===== config.mk =====
export PLATFORM = sky130hd
export DESIGN_NAME = alu_arbiter
export DESIGN_NICKNAME = d
export VERILOG_FILES = /design/src/rtl/alu_arbiter.sv
export SDC_FILE = /design/constraint.sdc
export NUM_CORES = 1
export LEC_CHECK = 0
export BUFFER_PORTS_ARGS = -buffer_cell sky130_fd_sc_hd__buf_2
export CAP_MARGIN = 5
export CORE_MARGIN = 2
export CORE_UTILIZATION = 51
export CTS_CLUSTER_DIAMETER = 100
export CTS_CLUSTER_SIZE = 8
export DETAILED_ROUTE_END_ITERATION = 12
export PLACE_DENSITY = 0.95
export SETUP_SLACK_MARGIN = 0.15
export SYNTH_ARGS = -nofsm -noshare
export SYNTH_HDL_FRONTEND = slang
export SYNTH_SLANG_ARGS = --single-unit

===== constraint.sdc =====
create_clock -name clk -period 3.85 [get_ports clk]
set_clock_uncertainty 0.2 [all_clocks]
set_input_delay 0.385 -clock clk [delete_from_list [all_inputs] [get_ports clk]]
set_output_delay 0.385 -clock clk [all_outputs]
set_load 0.02 [all_outputs]

===== src/rtl/alu_arbiter.sv =====
// Round-robin two-requester front end for a shared combinational 8-bit ALU.
// Optional per-requester grant counters are enabled with ALU_ARB_STATS_EN.
module alu_arbiter #(
  parameter int unsigned EXEC_CYCLES = 1
) (
  input  logic       clk,
  input  logic       reset,
  input  logic [1:0] req_valid,
  output logic [1:0] req_ready,
  input  logic [7:0] req_a0,
  input  logic [7:0] req_b0,
  input  logic [2:0] req_op0,
  input  logic [7:0] req_a1,
  input  logic [7:0] req_b1,
  input  logic [2:0] req_op1,
  output logic [1:0] rsp_valid,
  input  logic [1:0] rsp_ready,
  output logic [7:0] rsp_data,
  output logic       rsp_carry,
  output logic [7:0] alu_a,
  output logic [7:0] alu_b,
  output logic [2:0] alu_sel,
  input  logic [7:0] alu_out,
  input  logic       alu_carry,
`ifdef ALU_ARB_STATS_EN
  output logic [7:0] grant_cnt0,
  output logic [7:0] grant_cnt1,
`endif
  output logic       busy
);

  typedef enum logic [1:0] {IDLE, EXEC, RESP} state_t;

  localparam logic [3:0] EXEC_INIT = 4'(EXEC_CYCLES - 1);

  state_t     r_state;
  logic [3:0] r_exec_cnt;
  logic       r_owner;
  logic       r_rr_last;
  logic [1:0] r_rsp_valid;
  logic [7:0] r_rsp_data;
  logic       r_rsp_carry;
  logic [7:0] r_alu_a;
  logic [7:0] r_alu_b;
  logic [2:0] r_alu_sel;

  logic       w_grant;
  logic [1:0] w_req_ready;
  logic       w_fire;

  // On contention the requester that did not complete last wins.
  always_comb begin
    w_grant = req_valid[1];
    if (req_valid == 2'b11) begin
      w_grant = ~r_rr_last;
    end
  end

  always_comb begin
    w_req_ready = 2'b00;
    if (r_state == IDLE) begin
      w_req_ready = (w_grant ? 2'b10 : 2'b01) & req_valid;
    end
  end

  assign w_fire = |w_req_ready;

  always_ff @(posedge clk or negedge reset) begin
    if (!reset) begin
      r_state     <= IDLE;
      r_exec_cnt  <= 4'd0;
      r_owner     <= 1'b0;
      r_rr_last   <= 1'b1;
      r_rsp_valid <= 2'b00;
      r_rsp_data  <= 8'h00;
      r_rsp_carry <= 1'b0;
      r_alu_a     <= 8'h00;
      r_alu_b     <= 8'h00;
      r_alu_sel   <= 3'b000;
    end else begin
      case (r_state)
        IDLE: begin
          if (w_fire) begin
            r_alu_a    <= w_grant ? req_a1 : req_a0;
            r_alu_b    <= w_grant ? req_b1 : req_b0;
            r_alu_sel  <= w_grant ? req_op1 : req_op0;
            r_owner    <= w_grant;
            r_exec_cnt <= EXEC_INIT;
            r_state    <= EXEC;
          end
        end
        EXEC: begin
          if (r_exec_cnt != 4'd0) begin
            r_exec_cnt <= r_exec_cnt - 4'd1;
          end else begin
            r_rsp_data  <= alu_out;
            r_rsp_carry <= alu_carry;
            r_rsp_valid <= r_owner ? 2'b10 : 2'b01;
            r_state     <= RESP;
          end
        end
        RESP: begin
          // Only the owner's accept matters; a new request waits for IDLE.
          if (rsp_ready[r_owner]) begin
            r_rr_last   <= r_owner;
            r_rsp_valid <= 2'b00;
            r_state     <= IDLE;
          end
        end
        default: r_state <= IDLE;
      endcase
    end
  end

`ifdef ALU_ARB_STATS_EN
  logic [7:0] r_grant_cnt0;
  logic [7:0] r_grant_cnt1;

  always_ff @(posedge clk or negedge reset) begin
    if (!reset) begin
      r_grant_cnt0 <= 8'd0;
      r_grant_cnt1 <= 8'd0;
    end else if (w_fire) begin
      if (!w_grant && r_grant_cnt0 != 8'hFF) begin
        r_grant_cnt0 <= r_grant_cnt0 + 8'd1;
      end
      if (w_grant && r_grant_cnt1 != 8'hFF) begin
        r_grant_cnt1 <= r_grant_cnt1 + 8'd1;
      end
    end
  end

  assign grant_cnt0 = r_grant_cnt0;
  assign grant_cnt1 = r_grant_cnt1;
`endif

  assign req_ready = w_req_ready;
  assign rsp_valid = r_rsp_valid;
  assign rsp_data  = r_rsp_data;
  assign rsp_carry = r_rsp_carry;
  assign alu_a     = r_alu_a;
  assign alu_b     = r_alu_b;
  assign alu_sel   = r_alu_sel;
  assign busy      = (r_state != IDLE);

endmodule


# After elaboration in Yosys (flattened, before gate mapping)
# Index checks and enable logic that the tools add are counted.
# Widths: inputs -> output; s select.
# totals
ff_bits	38
in_bits	53
out_inout_bits	33
wordCells	52
# op_classes
add_sub_neg	1
magnitude_cmp	1
eq_ne	7
n_mux	18
n_bitwise	3
n_reduce_logical	12
# ops
operator	n
$mux 8	2
$mux 2	7
$reduce_and 3->1	3
$mux 4	2
$ne 2x2->1 const B	4
$pmux 4 s2	1
$pmux 2 s3	1
$reduce_and 2->1	3
$reduce_bool 2->1	3
$eq 2x2->1 const B	2
$pmux 2 s2	1
$reduce_bool 4->1	1
$sub 4x1->4 const B	1
$mux 1	3
$mux 3	1
$and 2x2->2	1
$eq 2x1->1 const B	1
$logic_not 2->1	1
$lt 1x2->1 const B	1
$not 1->1	2
$reduce_or 2->1	1

# Depth between registers and ports, before layout
# logic_depth
ltp_word	8
ltp_mapped	6
ltp_nobuf	5

# Worst setup path before layout
# No wires, ideal clock.
# synth_path
kind	flip-flop to flip-flop
from	register r_exec_cnt[0]
to	register r_rsp_data[4], in the netlist rsp_data[4]
setup_time_ps	125
t_arrival_ps	1371
required_time_ps	3525
setup_slack_ps	2154
path_stages_with_launch	7
path_buffers	1
period_less_slack_ps	1696
path_cell_list	dfrtp_1 inv_1 ha_1 nor3b_4 nand2_2 buf_6 mux2_4
# synth_via
elab_chain_len	3
# synth_lines
element	line	source
from (decl)	37	logic [3:0] r_exec_cnt;
from (signal assigned)	94	r_exec_cnt <= r_exec_cnt - 4'd1;
$reduce_bool 4->1	93	if (r_exec_cnt != 4'd0) begin
$not 1->1 (no source line)	n/a	
$reduce_and 2->1 (no source line)	n/a	
to (signal assigned)	96	r_rsp_data <= alu_out;
to (decl)	41	logic [7:0] r_rsp_data;
# Every way passes these cells.
# A chain may end at the register's enable or synchronous reset.

# Worst setup path in the final report
# layout_path
from	register r_state[0]
to	register r_alu_sel[0], in the netlist alu_sel[0]
# layout_via
elab_chain_len	4
# layout_lines
element	line	source
from (decl)	36	state_t r_state;
from (signal assigned)	70	r_state <= IDLE;
from (signal assigned)	89	r_state <= EXEC;
from (signal assigned)	99	r_state <= RESP;
$logic_not 2->1 *	61, 81	
$mux 2	61	if (r_state == IDLE) begin
$reduce_or 2->1	66	assign w_fire = |w_req_ready;
$reduce_and 2->1 (no source line) *	n/a	
to (signal assigned)	86	r_alu_sel <= w_grant ? req_op1 : req_op0;
to (decl)	45	logic [2:0] r_alu_sel;
# Every way passes the cells marked *; elsewhere a longest branch is shown, timed or not.

==> results.txt <==
The global-route wire length before repair came out at 6180 um. Entering global routing, the biggest net connects 39 pins. The detailed router placed 1390 vias in this run. The clock network fraction of design power came out at 11.9%.

The family with the most delay on the worst path is simple AND/OR/NAND/NOR gates. For this design, the slowest cell found on the critical path is nor2_2. Setup violations remaining at the end of the flow were counted as 0. The via count of the first global-routing pass came to 1344. Synthesis produced 139 cells. The final clock period utilization by the worst path came out at 59.3%.

The die covers 4430 um2. The quantity of I/O buffers inserted on ports is 85. The worst slack at placement came out at 1.57 ns. The count of pins over their slew limit came out at 0.

The total number of yosys warnings is 0. The count of endpoints failing hold in the final timing report is 37. The clock-pin slew on the worst setup and hold paths is 0.06 ns. The floorplan core area is 3720 um2. For the pin with the worst max-slew slack, the measured transition is 0.798 ns. The HPWL after detailed placement is 3000 um.

The initial antenna violation count is 0. For this run, the number of standard cells in the final layout without fillers is 274. The critical path's largest stage delay came out at 0.54 ns.

The clock passes through at most 2 buffers. The setup total negative slack came out at 0 ns. The average via count per standard cell is 5.07. The total setup buffers inserted after CTS is 0. The post-synthesis cell type count is 35. The leftover overflow at the end of global routing is 0. The share of post-route cells with drive strength above 1 is 63.7%.

The worst setup slack for register-to-register paths came out at 1.57 ns. Of all flip-flops after synthesis, the portion carrying an async set or reset was 100%. The combined global-route utilization of all metal layers came out at 19.0%. The TritonCTS sink count is 38.

Of the total synthesized cell area, the portion taken by XOR and XNOR cells is 0%. The share of total power dissipated in sequential elements is 35.5%. The number of enable-type register cells in the synthesized netlist is 0. The number of top-level design ports is 86. Synthesis inferred 38 register bits.

In this run the worst hold path is classified as input pin to asynchronous set/reset pin. Yosys attributes the largest share of cell area to dfrtp_1 46%, mux2_4 29%, mux2_2 3.9%. The quantity of hold-fixing buffers added after cts is 0. The post-synthesis net count came out at 194. The critical setup path kind is flop to flop. The worst-path maximum fanout came out at 11.

The compound-gate portion of the synthesized area came out at 5.71%. The number of violations reported at the end of detailed-routing iteration 0 came out at 96. The chip height is 66.6 um.

The fmax came out at 0.438 GHz. The proportion of synthesized chip area in sequential cells is 47.7%. The last weighted congestion value of the routability-driven placer came out at 0.883.

The clock period could shrink to 2.28 ns. For this run, design rule violations remaining after detail routing come to 0. Walking the worst path, the cells encountered are nor2_1, inv_2, nor2_2, buf_4, mux2_1. STA classifies the critical path startpoint as a flop.

After detailed routing, the average wire length per cell comes to 14.1 um. The switching power total came out at 0.809 mW. The worst-case IR drop observed on VDD is 0.360 mV. The clock reaches the later pin of the worst-skew pair after 0.29 ns. The buffers plus inverters on the worst setup path is 2. The share of the core filled with cells in the final layout is 67.6%. The endpoint kind of the worst setup timing path is a flop. The share of total power in combinational logic came out at 52.6%. The pre-antenna-repair detailed-routing pass consisted of 4 iterations. The area overhead of the layout relative to synthesis came out at 26.0%. The row count is 22. The mean area per synthesized cell is 14.4 um2. Summed over all cells, the static leakage comes to 1.31 nW. The total of cells resized after clock tree synthesis is 0. The final worst setup slack is 1.57 ns. The proportion of netlist area held by the largest area contributor came out at 46.4%. STA puts the critical path data required time at 3.82 ns. Once the floorplan was initialized, standard cells occupied 53.7% of the core. The simple-gate share of the synthesized area is 7.52%. Across the run, the number of max-cap violations was 0.

The multiplexer area fraction after synthesis came out at 34.4%. The worst max-slew margin expressed relative to the limit came out at 46.8%. TritonCTS built the clock tree. The TritonCTS buffer count came out at 5. Among all flip-flop cells after synthesis, the most frequent one is dfrtp_1. The switching part of the total is 39.2%. The checks that failed: hold timing. The flow ran to the end, but the final reports show violations.

The cell accounting for the most synthesized area is dfrtp_1. The critical path data arrival time came out at 2.26 ns. The number of nets in the layout came out at 281. The number of levels the H-tree was split into came out at 2.

The root buffer cell chosen for the clock tree is clkbuf_8. After detailed routing, the total wire length is 3870 um. The remaining antenna violation count after routing is 0. The internal power component is 1.26 mW.

The width of the chip came out at 66.6 um. After Yosys synthesis, full adders, half adders and majority gates account for 1.25% of the synthesized area. The number of placed instances, taps included came out at 267.

The cell area that synthesis handed to floorplanning was 2000 um2. The repair_antennas step left the layout with diodes totalling 0. The combinational family with the most area after synthesis is multiplexers.

The power per standard cell area came out at 822 nW/um2. Setup repair after global routing left no endpoint under its margin. The worst hold margin is -0.0193 ns.
[Yosys cell counts, drive strengths merged (2+ instances only)]
cell and number:
inv 4, nor2 5, nand2 6, o211ai 3
nand3b 2, o21ai 3, o31ai 2, nand3 3
buf 5, dfrtp 37, ha 2, mux2 47
a21oi 3
[layout make-up]
type / count / area [um2]
well taps: 48 / 60.1
repair buffers: 86 / 433
inverters: 4 / 15.0
fillers: 266 / 1200
flip-flops and latches: 38 / 952
clock buffers: 7 / 76.3
multi-input cells: 91 / 977
[path summary, 6_finish.rpt]
kind,startpoint,cells after the start,endpoint
worst max-delay path,r_state[0]$_DFFE_PN0P_,5,alu_sel[0]$_DFFE_PN0P_
worst min-delay path,reset,1,rsp_data[6]$_DFFE_PN0P_
worst max register to register,r_state[0]$_DFFE_PN0P_,5,alu_sel[0]$_DFFE_PN0P_
worst min register to register,alu_sel[0]$_DFFE_PN0P_,1,alu_sel[0]$_DFFE_PN0P_
max in group asynchronous,reset,1,alu_a[7]$_DFFE_PN0P_
min in group clk,alu_out[0],2,rsp_data[0]$_DFFE_PN0P_
[layer usage]
metal / vias up / track usage [%] / routed length (um)
met1: 633 / 23.3 / 1660
met2: 76 / 30.6 / 1750
met3: 7 / 6.93 / 403
met5: - / 0 / 0
met4: 0 / 7.40 / 56
li1: 674 / - / -
[placed cells by master (no fill, tap or decap), types with 2 or more instances in the layout]
cell / n
a21oi_1: 3
buf_2: 85
clkbuf_1: 2
clkbuf_8: 5
dfrtp_1: 37
ha_1: 2
inv_1: 3
mux2_2: 7
mux2_4: 39
nand2_1: 5
nand3_1: 3
nand3b_1: 2
nor2_1: 4
o211ai_1: 3
o21ai_0: 3
o31ai_1: 2
[metrics by stage]
stage	power, mW	cell area (um2)
3_5_place_dp	1.83	2440
6_report	2.07	2510
4_1_cts	2.09	2510
3_3_place_gp	1.79	2440
5_1_grt	2.21	2510
2_1_floorplan	1.53	2000
[power groups by stage]
stage | sequential (mW) | combinational (mW) | clock (mW)
final | 0.733 | 1.09 | 0.246
after global routing | 0.757 | 1.18 | 0.275
after CTS | 0.732 | 1.10 | 0.254
after detailed placement | 0.732 | 1.10 | 0
after global placement | 0.729 | 1.06 | 0
after floorplan | 0.924 | 0.609 | 0
[worst reg2reg max path: stages, from the launching register on]
cell and delay, ns:
dfrtp_1 0.42, nor2_1 0.22, inv_2 0.10, nor2_2 0.55, buf_4 0.35, mux2_1 0.34
[state kept, by name (all words and copies together), names as in the netlist]
name	flops
rsp_data	8
r_rr_last	1
r_exec_cnt	4
alu_a	8
rsp_valid	2
alu_b	8
r_owner	1
r_state	2
alu_sel	3
rsp_carry	1
[cell families after synthesis]
kind of cell / count (synthesis)
buf+inv: 10
flops: 38
compound gates: 16
mux: 48
fa+ha+maj: 2
simple gates: 25
Power figures use the tool's default switching activity.
